## config.mk

```make
export PLATFORM = sky130hd
export DESIGN_NAME = sao_stat_seq
export DESIGN_NICKNAME = d
export VERILOG_FILES = /design/src/rtl/sao_stat_seq.sv
export SDC_FILE = /design/constraint.sdc
export NUM_CORES = 1
export LEC_CHECK = 0
export ABC_AREA = 0
export BUFFER_PORTS_ARGS = -buffer_cell sky130_fd_sc_hd__buf_2
export CAP_MARGIN = 15
export CORE_ASPECT_RATIO = 1.1
export CORE_UTILIZATION = 30
export DETAILED_ROUTE_END_ITERATION = 6
export PLACE_DENSITY = 0.46
export RECOVER_POWER = 25
export SETUP_SLACK_MARGIN = 0.1
export SLEW_MARGIN = 25
export SYNTH_ARGS = -nofsm -noshare
export SYNTH_HDL_FRONTEND = slang
export SYNTH_SLANG_ARGS = --single-unit
```

## constraint.sdc

```tcl
create_clock -name clk -period 1.85 [get_ports clk]
set_clock_uncertainty 0.2 [all_clocks]
set_input_delay 0.37 -clock clk [delete_from_list [all_inputs] [get_ports clk]]
set_output_delay 0.37 -clock clk [all_outputs]
set_load 0.02 [all_outputs]
```

## src/rtl/sao_stat_seq.sv

```systemverilog
// Per-CTU control sequencer for the SAO statistics accumulator bank.
// Counts 4-pixel blocks, refreshes at CTU start, drains the pipe, then holds the sums for the consumer.
module sao_stat_seq #(
  parameter int num_blk_in_CTB_log2 = 10,
  parameter int drain_lat           = 2
) (
  input  logic                           clk,
  input  logic                           arst_n,
  input  logic                           rst_n,
  input  logic                           ctu_start,
  output logic                           ctu_start_rdy,
  input  logic                           blk_valid,
  output logic                           blk_ready,
  output logic [num_blk_in_CTB_log2-1:0] blk_cnt,
  output logic                           en_o,
  output logic                           isToRefresh,
  output logic                           not_end,
  output logic                           wait_forPre,
  output logic                           stat_valid,
  input  logic                           stat_ack
);

  localparam int DW = (drain_lat > 1) ? $clog2(drain_lat) : 1;
  localparam logic [DW-1:0] DRAIN_LAST = DW'(drain_lat - 1);

  typedef enum logic [2:0] {IDLE, REFRESH, ACCU, DRAIN, HOLD} state_t;

  state_t        state, state_nxt;
  logic [DW-1:0] drain_cnt;
  logic          xfer;
  logic          last_blk;

  assign xfer     = (state == ACCU) && blk_valid;
  assign last_blk = xfer && (&blk_cnt);

  always_ff @(posedge clk or negedge arst_n) begin
    if (!arst_n) begin
      state     <= IDLE;
      blk_cnt   <= '0;
      drain_cnt <= '0;
    end else if (!rst_n) begin
      state     <= IDLE;
      blk_cnt   <= '0;
      drain_cnt <= '0;
    end else begin
      state <= state_nxt;
      case (state)
        REFRESH: blk_cnt <= '0;
        ACCU: begin
          // The last transfer wraps the counter to 0 by natural overflow.
          if (xfer)     blk_cnt   <= blk_cnt + 1'b1;
          if (last_blk) drain_cnt <= '0;
        end
        DRAIN:   drain_cnt <= drain_cnt + 1'b1;
        default: ;
      endcase
    end
  end

  always_comb begin
    state_nxt     = state;
    ctu_start_rdy = 1'b0;
    blk_ready     = 1'b0;
    en_o          = 1'b0;
    isToRefresh   = 1'b0;
    not_end       = 1'b0;
    wait_forPre   = 1'b1;
    stat_valid    = 1'b0;
    case (state)
      IDLE: begin
        ctu_start_rdy = 1'b1;
        if (ctu_start) state_nxt = REFRESH;
      end
      REFRESH: begin
        en_o        = 1'b1;
        isToRefresh = 1'b1;
        state_nxt   = ACCU;
      end
      ACCU: begin
        en_o        = 1'b1;
        not_end     = 1'b1;
        blk_ready   = 1'b1;
        // Bubble cycles must not add stale partial sums.
        wait_forPre = !blk_valid;
        if (last_blk) state_nxt = DRAIN;
      end
      DRAIN: begin
        en_o = 1'b1;
        if (drain_cnt == DRAIN_LAST) state_nxt = HOLD;
      end
      HOLD: begin
        // en_o stays low so the sums stay frozen while presented.
        stat_valid    = 1'b1;
        ctu_start_rdy = stat_ack;
        if (stat_ack) state_nxt = ctu_start ? REFRESH : IDLE;
      end
      default: state_nxt = IDLE;
    endcase
  end

endmodule
```

# --- Word-level counts from Yosys, hierarchy flattened ---
# Index checks and enable logic that the tools add are counted.
op_classes:
  addsub: 2
  eq_ne: 11
  n_mux: 19
  reduce_logical: 9
ops:
  columns: ["op", "n"]
  rows:
  - ["10-bit two-way mux", 2]
  - ["10-bit one-hot mux with 2 select lines", 1]
  - ["3-bit two-way mux", 5]
  - ["3-bit inequality test, second input constant", 5]
  - ["3-bit one-hot mux with 5 select lines", 1]
  - ["10-bit by 1-bit adder with 10-bit output, second input constant", 1]
  - ["10-bit AND reduction", 1]
  - ["1-bit two-way mux", 8]
  - ["3-bit by 2-bit equality test with 1-bit output, second input constant", 2]
  - ["3-bit by 1-bit inequality test with 1-bit output, second input constant", 2]
  - ["1-bit one-hot mux with 2 select lines", 2]
  - ["2-bit AND reduction", 2]
  - ["4-bit AND reduction", 1]
  - ["3-bit by 1-bit equality test with 1-bit output, second input constant", 1]
  - ["3-bit equality test, second input constant", 1]
  - ["3-bit zero test", 1]
  - ["3-bit OR reduction", 1]
  - ["1-bit logical AND", 2]
  - ["1-bit adder, second input constant", 1]
  - ["1-bit zero test", 1]
word_totals:
  reg_bits: 14
  output_inout_bits: 17
  elab_cells: 44

# --- Longest topological paths before layout ---
logic_depth:
  depth_word: 6
  depth_mapped: 5
  depth_no_buf: 4

# --- Worst setup path before layout ---
# OpenSTA, ideal clock, no wires.
synth_path:
  path_kind: "flip-flop to output port"
  startpoint: "register state[0]"
  endpoint: "output not_end"
  arrival_time_ps: 1477
  required_ps: 1280
  setup_slack_ps: -197
  stages_incl_launch_ff: 4
  n_path_buf: 2
  cell_sequence: "dfrtp_1 clkbuf_1 nor3b_1 buf_4"
synth_between:
  elab_chain_cells: 2
synth_rtl:
  columns: ["element", "line_no", "rtl"]
  rows:
  - ["start, declared", "28", "state_t state, state_nxt;"]
  - ["start signal, assigned", "46", "state <= state_nxt;"]
  - ["3-bit by 2-bit equality test with 1-bit output", null, null]
  - ["1-bit two-way mux", null, null]
  - ["end, declared", "17", "output logic not_end,"]
# No other way between the ends.

# --- Worst setup path after layout ---
layout_path:
  startpoint: "register state[2]"
  endpoint: "output isToRefresh"
layout_between:
  elab_chain_cells: 2
layout_rtl:
  columns: ["element", "line_no", "rtl"]
  rows:
  - ["3-bit by 1-bit equality test with 1-bit output", "69", "case (state)"]
  - ["1-bit two-way mux", "69", null]
  - ["end, declared", "16", "output logic isToRefresh,"]
# No other way between the ends.

==> results.md <==
* Drt total wl at 2.61 mm
* Placed Cells at 160
* Achievable Freq at 512 MHz
* Most common cell on crit path: buf_6
* Avg Inst Size Synth at 9.12 um^2
* Slack of the critical path at -0.102 ns
* Final hold slack at 0.287 ns
* Non-Filler Instances at 178
* Delay of the slowest critical-path stage at 0.40 ns
* Die height at 59.6 um
* Global-route wire length before repair at 4.11 mm
* # IOs at 23
* Final Hold Vio Count at 0
* Outcome: finished with violations
* Port buffer count at 22
* Slew headroom at 46.5%
* DR vias/cell at 5.46
* Post-synth EDFFs at 0
* Worst-path fanout max at 2
* Synth Instances at 99
* Crit share post-route at 106%
* Int Pwr at 0.605 mW
* Clock Latency Late Sink at 0.28 ns
* Initial antenna violation count at 0
* Fin. max-slew vios at 0
* Layout cells sized above 1 at 50.3%
* Drt wl/cell at 14.6 um
* Slew @ Worst Pin at 0.803 ns
* Final min period at 1.95 ns
* Post-Syn Area at 903 um^2
* Max Root-Sink Buffers at 2
* Drt pass-1 iters at 4
* Logic pwr share at 36.5%
* Final #Nets at 153
* N_diodes at 0
* Total core area at 2800 um^2
* CP delay by family, top: flip-flops
* Crit end category: output pin
* Post-placement cell area at 1130 um^2
* Drt drc at 0
* Initial Utilization at 32.2%
* Row cnt at 20
* Critical path cell sequence: buf_6 > or3b_4 > inv_4 > buf_6
* Failing checks: setup timing
* Critical-path top delay cell: dfrtp_1
* Seq pwr share at 37.9%
* Largest net degree at the start of global routing at 15
* Max IR drop VDD at 0.000368 V
* DP HPWL at 1.83 mm
* Leakage at 0.672 nW
* Grt total ovfl at 0
* Ys Warns at 0
* Vias in the first global route at 867
* Worst EP required at 1.28 ns
* Synth cell types at 38
* DIE WIDTH at 54.3 um
* Clk pin slew, worst setup/hold paths at 0.09 ns
* Root Driver: clkbuf_4
* TritonCTS Buffers at 3
* Worst min path class: primary input to register
* Initial DRC count at 17
* Antenna Violating Nets Remaining at 0
* #FFs+latches synth at 14
* Place WS at 0.0886 ns
* CTS H-tree depth at 1
* Setup violators final at 7
* Max-cap viol count at 0
* Routed vias at 972
* GPL Wtd Cong at 0.779
* Critical path class: register to output pin
* Reg2Reg Setup Slack at -0.04 ns
* Seq/Total Area, Yosys at 38.8%
* Arr. time, crit path at 1.38 ns
* Dominant synthesized flop cell: dfrtp_1
* CTS tree: done
* Unrepaired setup endpoints after global routing: yes
* Sw Share at 30.6%
* P&R area growth vs syn at 60.5%
* CP Buf/Inv Count at 3
* Die area at 3230 um^2
* Crit start category: register
* GRT Total Usage at 17.9%
* Sw Pwr at 0.266 mW
* Clock network fraction of total power at 25.6%
* Post-route cell area at 1450 um^2
* Post-Syn Nets at 106
* Pwr Density at 601 nW/um^2
* Post-synth ARST share at 100%
* Clk sinks at 14
Yosys cell counts (2+ instances only):
cell | count | share of area [%]
nor2_1 | 3 | 1.2
nand2_1 | 2 | 0.83
a211oi_1 | 4 | 3.3
nor4bb_1 | 2 | 2.2
inv_1 | 9 | 3.7
nand3b_1 | 2 | 1.7
or3_1 | 2 | 1.4
a21boi_0 | 2 | 1.7
nand3_1 | 12 | 6.6
nor3b_1 | 4 | 3.3
o31ai_1 | 2 | 1.7
clkbuf_1 | 3 | 1.2
nand4_1 | 5 | 3.5
mux2i_1 | 4 | 4.4
buf_2 | 3 | 1.7
dfrtp_1 | 14 | 39
o21ai_1 | 2 | 1.1
nand4bb_1 | 2 | 2.5
or4_1 | 3 | 2.5
repair_timing:
item | CTS | global route
gates resized for setup | 18 | 23
pin swaps | 1 | 15
setup endpoints to repair | 9 | 16
hold buffers | 1 | 0
buffers inserted | 5 | 8
endpoints found under the hold margin | 14 | 0
cells by family after synthesis:
kind of cell | after synthesis | synth area share [%]
muxes | 4 | 4.43
buffers and inverters | 17 | 7.89
AOI/OAI and AO/OA | 17 | 13.8
adders and majority gates | 1 | 1.38
DFF | 14 | 38.8
and+or+nand+nor | 46 | 33.7
area by class of cell:
type	count	area (um^2)
fill	278	1350
inverter	10	40.0
tap	33	41.3
sequential	14	354
clock buffer	4	36.3
timing repair buffer	49	387
multi-input combinational	68	592
per-layer routing:
metal | wire [um] | share of wire, % | GRT usage [%] | vias up
li1 | - | - | - | 463
met1 | 1070 | 41 | 21.8 | 483
met2 | 1410 | 54 | 31.2 | 24
met3 | 109 | 4.2 | 2.31 | 2
met4 | 17 | 0.65 | 6.59 | 0
met5 | 0 | 0 | 0 | -
power groups by stage:
stage,Clock (mW),Combinational (mW),Sequential [mW]
floorplan,0,0.122,0.335
global placement,0,0.196,0.333
detailed placement,0,0.198,0.333
CTS,0.233,0.257,0.329
global route,0.248,0.343,0.330
finish,0.223,0.318,0.330
cells in the final DEF (no fill, tap or decap), types with 2 or more instances in the layout:
cell / instances
nor2_4: 2
buf_6: 12
or4_4: 2
o21ai_1: 2
nor3b_2: 2
nor4bb_1: 2
buf_2: 15
a211oi_2: 3
mux2i_1: 4
dfrtp_2: 3
nand3_1: 11
nor3b_1: 2
buf_4: 19
nand2_1: 2
inv_1: 9
a211oi_1: 2
nand3b_1: 2
nand4_1: 5
dfrtp_1: 11
o31ai_1: 2
nor4_4: 2
clkbuf_4: 3
stage by stage:
stage | utilization (%) | TNS (ns) | total power, mW
5_1_grt | 51.7 | -0.939 | 0.922
2_1_floorplan | - | 0 | 0.457
4_1_cts | 45.7 | -0.413 | 0.818
3_5_place_dp | 40.2 | 0 | 0.531
3_3_place_gp | 40.2 | 0 | 0.529
6_report | 51.7 | -0.442 | 0.871
worst register-to-register path, cell delays in order, from the launching register on:
cell and delay (ns):
dfrtp_1 0.41, buf_4 0.14, nand4bb_4 0.23, buf_4 0.16, or4_4 0.47, a211oi_2 0.18
registers in the layout, indices dropped and copies added (netlist names):
signal,count
blk_cnt,10
state,3
drain_cnt,1
worst paths after layout:
path                                        start                endpoint  depth (start not counted)
setup / recovery             state[2]$_DFFE_PN0P_             isToRefresh                          4
hold / removal                              rst_n  blk_cnt[8]$_DFFE_PN0P_                          4
setup reg to reg             state[0]$_DFFE_PN0P_  blk_cnt[6]$_DFFE_PN0P_                          5
hold reg to reg            blk_cnt[7]$_DFFE_PN0P_  blk_cnt[7]$_DFFE_PN0P_                          2
max in group asynchronous                  arst_n    state[1]$_DFFE_PN0P_                          2
min in group asynchronous                  arst_n  blk_cnt[3]$_DFFE_PN0P_                          2
(Power assumes the default switching activity.)
